[src/rtl/turn_input_conditioner.sv]
// Turn-switch input conditioner.
// Conditions the raw left, right and hazard switch levels into the clean,
// registered LI/RI request pair that the tail-light FSM consumes. Each raw
// input is synchronized by two flops and then debounced by a counter. A
// four-state Moore arbiter resolves the debounced levels into one legal
// request.
//
// Arbiter state encoding is {LI, RI}. The outputs are therefore the state
// flops themselves, with no decode logic between the register and the pins.

module turn_input_conditioner #(
  parameter int DB_CYCLES = 4
) (
  input  logic clk,
  input  logic reset,      // synchronous, active-low
  input  logic left_sw,
  input  logic right_sw,
  input  logic haz_sw,
  output logic LI,
  output logic RI,
  output logic conflict,
  output logic chg
);

  // The debounce counter never passes DB_CYCLES-1, so this width always fits.
  localparam int CNT_W = (DB_CYCLES < 1) ? 1 : $clog2(DB_CYCLES + 1);
  localparam logic [CNT_W-1:0] CNT_LAST = CNT_W'(DB_CYCLES - 1);

  // Channel order inside the per-input vectors.
  localparam int NCH   = 3;
  localparam int IDX_L = 0;
  localparam int IDX_R = 1;
  localparam int IDX_H = 2;

  typedef enum logic [1:0] {
    ST_IDLE  = 2'b00,
    ST_RIGHT = 2'b01,
    ST_LEFT  = 2'b10,
    ST_HAZ   = 2'b11
  } state_e;

  logic [NCH-1:0]   raw;
  logic [NCH-1:0]   s1_q;
  logic [NCH-1:0]   s2_q;
  logic [NCH-1:0]   stable_q;
  logic [NCH-1:0]   stable_d;
  logic [CNT_W-1:0] cnt_q [NCH];
  logic [CNT_W-1:0] cnt_d [NCH];

  state_e state_q;
  state_e prev_state_q;
  logic   conflict_q;
  logic   chg_q;

  logic left_db;
  logic right_db;
  logic haz_db;

  assign raw = {haz_sw, right_sw, left_sw};

  // Debounce next state. The counter only advances while the synchronized
  // level disagrees with the stable level. Any agreement clears the counter,
  // so the stable level moves only after DB_CYCLES consecutive mismatches.
  always_comb begin
    // NOTE: every output gets a default before any branch. A path that leaves
    // a combinational signal unassigned would infer a latch.
    stable_d = stable_q;
    for (int i = 0; i < NCH; i++) begin
      cnt_d[i] = '0;
      if (s2_q[i] != stable_q[i]) begin
        if (cnt_q[i] == CNT_LAST) begin
          stable_d[i] = s2_q[i];
        end else begin
          cnt_d[i] = cnt_q[i] + 1'b1;
        end
      end
    end
  end

  // Two-flop synchronizers and the debounce registers for all three inputs.
  always_ff @(posedge clk) begin
    // NOTE: state updates use non-blocking assignment. Every flop then sees
    // the pre-edge value of the others, which keeps s1 -> s2 a true
    // two-stage pipe.
    if (!reset) begin
      s1_q     <= '0;
      s2_q     <= '0;
      stable_q <= '0;
      // NOTE: the counter array is a handful of flops, not a RAM, so it is
      // cleared with the rest of the state. A reset mid-debounce then always
      // restarts the count.
      for (int i = 0; i < NCH; i++) begin
        cnt_q[i] <= '0;
      end
    end else begin
      s1_q     <= raw;
      s2_q     <= s1_q;
      stable_q <= stable_d;
      for (int i = 0; i < NCH; i++) begin
        cnt_q[i] <= cnt_d[i];
      end
    end
  end

  assign left_db  = stable_q[IDX_L];
  assign right_db = stable_q[IDX_R];
  assign haz_db   = stable_q[IDX_H];

  // Arbiter FSM with a registered conflict flag. Hazard has top priority.
  // When left and right are both requested, a direction already held keeps
  // its hold (first come wins). Otherwise both are refused and a conflict
  // is flagged.
  always_ff @(posedge clk) begin
    if (!reset) begin
      state_q    <= ST_IDLE;
      conflict_q <= 1'b0;
    end else begin
      conflict_q <= 1'b0;
      if (haz_db) begin
        state_q <= ST_HAZ;
      end else if (left_db && right_db) begin
        if ((state_q != ST_LEFT) && (state_q != ST_RIGHT)) begin
          state_q    <= ST_IDLE;
          conflict_q <= 1'b1;
        end
      end else if (left_db) begin
        state_q <= ST_LEFT;
      end else if (right_db) begin
        state_q <= ST_RIGHT;
      end else begin
        state_q <= ST_IDLE;
      end
    end
  end

  // Change detector. chg pulses one edge after {LI, RI} takes a new value.
  // Both registers clear on reset, so leaving reset does not pulse chg.
  always_ff @(posedge clk) begin
    if (!reset) begin
      prev_state_q <= ST_IDLE;
      chg_q        <= 1'b0;
    end else begin
      prev_state_q <= state_q;
      chg_q        <= (state_q != prev_state_q);
    end
  end

  assign LI       = state_q[1];
  assign RI       = state_q[0];
  assign conflict = conflict_q;
  assign chg      = chg_q;

endmodule

[config.mk]
export PLATFORM = sky130hd
export DESIGN_NAME = turn_input_conditioner
export DESIGN_NICKNAME = d
export VERILOG_FILES = /design/src/rtl/turn_input_conditioner.sv
export SDC_FILE = /design/constraint.sdc
export NUM_CORES = 1
export LEC_CHECK = 0
export CORE_UTILIZATION = 47
export DETAILED_ROUTE_END_ITERATION = 16
export PLACE_DENSITY = 0.71
export SETUP_SLACK_MARGIN = 0.1
export SYNTH_ARGS = -nofsm -noshare
export SYNTH_HDL_FRONTEND = slang
export SYNTH_SLANG_ARGS = --single-unit
export TNS_END_PERCENT = 1
[constraint.sdc]
create_clock -name clk -period 1.01 [get_ports clk]
set_input_delay 0.101 -clock clk [delete_from_list [all_inputs] [get_ports clk]]
set_output_delay 0.101 -clock clk [all_outputs]
set_load 0.02 [all_outputs]
==> results of run 1 <==
[layer usage]
metal  track usage  share of wire  vias up
li1              -              -      285
met2         0.282           0.54       11
met5             0              0        -
met1         0.169           0.42      261
met3        0.0360          0.031        2
met4        0.0727          0.011        0
[synth_stat cells, drive strengths merged]
cell type,count
a21boi,1
a31oi,2
and2,8
and3,1
and4b,1
clkbuf,1
dfxtp,24
ha,6
inv,4
mux2i,3
nand2b,5
nor2b,3
nor3,6
nor3b,3
o21ai,2
xnor2,5
[power by group through the flow]
stage	logic [W]	registers, W	clock network (W)
final	0.0000772	0.000970	0.000481
after detailed placement	0.0000659	0.000991	0
after floorplan	0.0000345	0.000989	0
after global routing	0.0000834	0.000971	0.000535
after CTS	0.0000760	0.000969	0.000498
after global placement	0.0000640	0.000990	0
[sequential cells by signal (all words and copies together), names as in the netlist]
| name | cells |
|---|---|
| prev_state_q | 2 |
| cnt_q | 9 |
| s1_q | 3 |
| conflict | 1 |
| s2_q | 3 |
| stable_q | 3 |
| chg | 1 |
| state_q | 2 |
[logic make-up (layout without fill, tap and decap cells)]
family | after synthesis | count (layout) | synth area share
AND/OR/NAND/NOR | 27 | 27 | 0.213
AO/OA/AOI/OAI | 5 | 5 | 0.0348
buffers and inverters | 5 | 23 | 0.0232
flip-flops | 24 | 24 | 0.557
XOR/XNOR | 5 | 5 | 0.0507
adder cells (fa/ha/maj) | 6 | 6 | 0.0870
multiplexers | 3 | 3 | 0.0348
[metrics by stage]
stage	cell area [µm²]	setup WS (ps)
floorplan	968	26.5
global placement	1100	-91.0
detailed placement	1100	-115
CTS	1180	-31.1
global route	1220	-76.3
finish	1220	-62.1
[cells in the final DEF (no fill, tap or decap), drive strengths merged]
cell type and n:
a21boi 1, inv 4, and4b 1, o21ai 2
nor3 6, and2 8, and3 1, xnor2 5
nand2b 5, dfxtp 24, a31oi 2, buf 11
ha 6, clkdlybuf4s50 4, nor3b 3, mux2i 3
clkbuf 4, nor2b 3
[layout make-up]
type                       instances  area share
sequential                        24       0.404
tap                               25      0.0257
multi-input combinational         46       0.421
timing repair buffer              15       0.107
clock buffer                       4      0.0298
inverter                           4      0.0123
[worst max-delay path: stages, from the launching register on]
cell and delay (ps):
dfxtp_2 360, ha_4 160, ha_4 150, nand2b_4 150
nor3_2 170
[timing repair]
| item | CTS | global route |
|---|---|---|
| hold endpoints to repair | 0 | 0 |
| gates resized for setup | 27 | 8 |
| hold buffers | 0 | 0 |
| pin swaps | 7 | 1 |
| setup endpoints to repair | 17 | 20 |
| setup buffers | 3 | 0 |
[worst min-delay path by stage]
stage / start / to / slack [ps]
finish: haz_sw / s1_q[2] / 360
global route: haz_sw / s1_q[2] / 350
detailed placement: s1_q[0] / s2_q[0] / 420
CTS: haz_sw / s1_q[2] / 350
global placement: s1_q[0] / s2_q[0] / 410
floorplan: left_sw / s1_q[0] / 230
==> impl_metrics.tcl, run 1 <==
set metrics [dict create \
    status "finished, violations left" \
    violations "negative setup slack" \
    power.density_nw_per_um2 1250 \
    clk_path_buf_depth 2 \
    io_buffers 8 \
    start_util 0.500 \
    yosysWarnings 0 \
    hpwlAfterDp_um 897 \
    postRouteAntennaNets 0 \
    core-area_um2 1730 \
    clkLatencyLatePin_ps 300 \
    r2r-end "cnt_q[0][6]" \
    layout-drive-gt1-share 0.484 \
    drtPass1Iterations 2 \
    drtIter0Drc 4 \
    end_kind "flop" \
    holdWs_ps 362 \
    antenna_found_initial 0 \
    grt_pass1_wl_mm 2.17 \
    cp_max_fo 3 \
    p_total_w 0.00153 \
    seq_power_share 0.635 \
    cts-root-buf "clkbuf_4" \
    areaGrowthSynthToFinish_pct 41.0 \
    grt_util_all_layers 0.155 \
    skew_ps 2.70 \
    startpoint_type "flop" \
    syn_nets 86 \
    ys_ff_latch 24 \
    route.detailed.drc 0 \
    register_area_um2 492 \
    dr_total_vias 559 \
    reg2reg_depth 4 \
    netlist_area_um2 863 \
    hold_viol_final 0 \
    yosys.area.top_type "dfxtp_1" \
    cts_buffers 3 \
    gp_congestion 0.755 \
    layout_setup_ws_ps -62.1 \
    worst-slew-pin-transition_ps 436 \
    yosysSeqAreaShare 0.557 \
    dp_cells 111 \
    wire_per_inst_um 11.9 \
    crit_path_end "cnt_q[0][6]" \
    die_w_um 44.9 \
    setup_tns_ps -165 \
    hold_path_class "in -> reg" \
    fillerInstances 141 \
    vdd_drop_max_v 0.00114 \
    p_switching_w 0.000303 \
    grt-ovfl-total 0 \
    clk_pin_slew_worst_paths_ps 120 \
    r2r_slack_ps -60 \
    synthTopCellsByArea "dfxtp_1, ha_1, and2_1" \
    n_antenna_cell 0 \
    p_leak_nw 0.430 \
    drv_cap 0 \
    wirelength_mm 1.41 \
    relSlewSlack 0.707 \
    drv_slew 0 \
    pwr-share-comb 0.051 \
    setup_violations 9 \
    syn_area_per_cell_um2 11.5 \
    synth_cells 75 \
    critical_path_arrival_ps 1300 \
    ys_types 16 \
    finalNonFillerCells 118 \
    finalNetCount 105 \
    die_area_um2 2010 \
    avgViaCountPerCell 4.74 \
    grt_max_degree 14 \
    fp.dieH_um 44.9 \
    cts.sinks 24 \
    pin_count 9 \
    fmaxAchievable_ghz 0.933 \
    clockPowerShare 0.315 \
    utilization 0.705 \
    internal_power_w 0.00122 \
    multi_input_area_um2 513 \
    cts_tree "done" \
    min_period_ps 1070 \
    reg2reg_from "cnt_q[0][6]" \
    first_global_vias 514 \
    p_sw_frac 0.199 \
    post-route-period-util 1.06 \
    worstPathRequired_ps 1230 \
    whs_path_depth 2 \
    cts_max_level 1 \
    synth_top_area_frac 0.557 \
    rows 15 \
    critical_path_class "reg -> reg" \
    rsz0062_at_grt "true" \
    startpoint "cnt_q[0][6]" \
]
(Power assumes the default switching activity.)
==> run 2, diff against run 1 <==
--- a/config.mk
+++ b/config.mk
@@ -5,9 +5,9 @@
 export SDC_FILE = /design/constraint.sdc
 export NUM_CORES = 1
 export LEC_CHECK = 0
-export CORE_UTILIZATION = 47
+export CORE_UTILIZATION = 52
 export DETAILED_ROUTE_END_ITERATION = 16
-export PLACE_DENSITY = 0.71
+export PLACE_DENSITY = 0.74
 export SETUP_SLACK_MARGIN = 0.1
 export SYNTH_ARGS = -nofsm -noshare
 export SYNTH_HDL_FRONTEND = slang
==> constraint.sdc (replaced) <==
create_clock -name clk -period 1 [get_ports clk]
set_input_delay 0.1 -clock clk [delete_from_list [all_inputs] [get_ports clk]]
set_output_delay 0.1 -clock clk [all_outputs]
set_load 0.005 [all_outputs]
==> run 2 against run 1 <==
Against the previous run: the flow still finishes with violations (negative setup slack); first-iteration DRC count increased by 130%; clock skew increased by 2.6 ps; global-route usage increased by 2.3 points; register-to-register slack about the same; largest power group unchanged.
==> impl_metrics.tcl, run 2 (synthesized netlist as in run 1, its figures left out) <==
set metrics [dict create \
    status "finished, violations left" \
    violations "negative setup slack" \
    end_kind "flop" \
    areaGrowthSynthToFinish_pct 41.0 \
    rows 14 \
    start_util 0.567 \
    startpoint_type "flop" \
    avgViaCountPerCell 5.16 \
    cp_max_fo 3 \
    relSlewSlack 0.749 \
    fillerInstances 104 \
    wire_per_inst_um 12.3 \
    worstPathRequired_ps 1240 \
    drtPass1Iterations 3 \
    register_area_um2 490 \
    multi_input_area_um2 517 \
    pin_count 9 \
    vdd_drop_max_v 0.00112 \
    layout_commonest_cell "dfxtp_1" \
    finalNetCount 105 \
    wirelength_mm 1.34 \
    drv_slew 0 \
    route.detailed.drc 0 \
    layout-drive-gt1-share 0.462 \
    regMostFlops "cnt_q" \
    drtIter0Drc 9 \
    grt_max_degree 14 \
    cts.sinks 24 \
    drv_cap 0 \
    p_leak_nw 0.442 \
    n_antenna_cell 0 \
    holdWs_ps 373 \
    cts_tree "done" \
    rsz0062_at_grt "true" \
    power.density_nw_per_um2 1270 \
    hold_path_class "in -> reg" \
    io_buffers 8 \
    min_period_ps 1050 \
    die_area_um2 1830 \
    final_cell_mix "dfxtp_1, and2_1, dfxtp_2" \
    gp_congestion 0.692 \
    cts_buffers 3 \
    cts-root-buf "clkbuf_4" \
    clkLatencyLatePin_ps 310 \
    hold_viol_final 0 \
    skew_ps 5.32 \
    critical_path_arrival_ps 1300 \
    fmaxAchievable_ghz 0.949 \
    clk_pin_slew_worst_paths_ps 120 \
    fp.dieH_um 42.7 \
    clk_path_buf_depth 2 \
    first_global_vias 558 \
    hpwlAfterDp_um 986 \
    largest_reg_flops 9 \
    core-area_um2 1520 \
    utilization 0.799 \
    die_w_um 42.7 \
    layout_setup_ws_ps -53.9 \
    dr_total_vias 562 \
    grt_util_all_layers 0.178 \
    critical_path_class "reg -> reg" \
    setup_violations 9 \
    worst-slew-pin-transition_ps 374 \
    grt_pass1_wl_mm 2.28 \
    post-route-period-util 1.05 \
    postRouteAntennaNets 0 \
    antenna_found_initial 0 \
    cts_max_level 1 \
    grt-ovfl-total 0 \
]
==> run 2: changes by cell type in the layout (fill, tap and decap cells not counted) <==
cell	previous run	this run
buf_2	0	3
buf_12	0	1
buf_4	9	4
xnor2_2	1	2
xnor2_1	4	3
dfxtp_2	9	8
nor3_2	6	3
nor3_1	0	2
nor3_4	0	1
buf_6	2	3
dfxtp_1	15	16
==> run 2: where the power goes <==
group	switching [W]	leakage, nW	internal (W)
registers	0.00000813	0.199	0.000971
clock network	0.000264	0.0210	0.000222
logic	0.0000351	0.222	0.0000489
total	0.000308	0.442	0.00124
==> run 2: worst paths after layout <==
check | from | to | slack, ps | cells after the start
setup / recovery | cnt_q[0][0] | cnt_q[0][2] | -50 | 4
setup reg to reg | cnt_q[0][0] | cnt_q[0][2] | -50 | 4
hold reg to reg | cnt_q[0][6] | cnt_q[0][6] | 440 | 1
hold / removal | haz_sw | s1_q[2] | 370 | 2
==> run 2: area by class of cell <==
| class | instances | area share |
|---|---|---|
| Timing Repair Buffer | 15 | 0.114 |
| Inverter | 4 | 0.0123 |
| Tap cell | 16 | 0.0164 |
| Multi-Input combinational cell | 46 | 0.424 |
| Clock buffer | 4 | 0.0298 |
| Sequential cell | 24 | 0.403 |
==> run 2: stage by stage <==
step | cell area [µm²] | worst slack, ps | total power [W] | TNS (ps) | std cells
3_3_place_gp | 1110 | -133 | 0.00107 | -2020 | 103
4_1_cts | 1180 | -47.8 | 0.00157 | -293 | 109
3_5_place_dp | 1110 | -154 | 0.00108 | -2320 | 103
2_1_floorplan | 968 | 16.5 | 0.00103 | 0 | 75
5_1_grt | 1220 | -92.3 | 0.00162 | -616 | 109
6_report | 1220 | -53.9 | 0.00155 | -261 | 109
==> run 2: critical path: stages (launching register included) <==
cell and delay (ps):
dfxtp_2 350, ha_4 160, ha_4 150, nand2b_4 160, nor3_4 160
==> run 2: timing repair <==
action | 4_1_cts | 5_1_grt
hold buffers | 0 | 0
pin swaps | 3 | 2
resized for setup | 24 | 6
endpoints found under the setup margin | 16 | 17
buffers inserted | 2 | 0
==> run 2: metal layers <==
metal | up-vias | global-route usage | part of all wire
met5 | - | 0 | 0
met4 | 0 | 0.0938 | 0.019
met3 | 4 | 0.0511 | 0.042
met2 | 11 | 0.327 | 0.55
met1 | 263 | 0.177 | 0.39
li1 | 284 | - | -
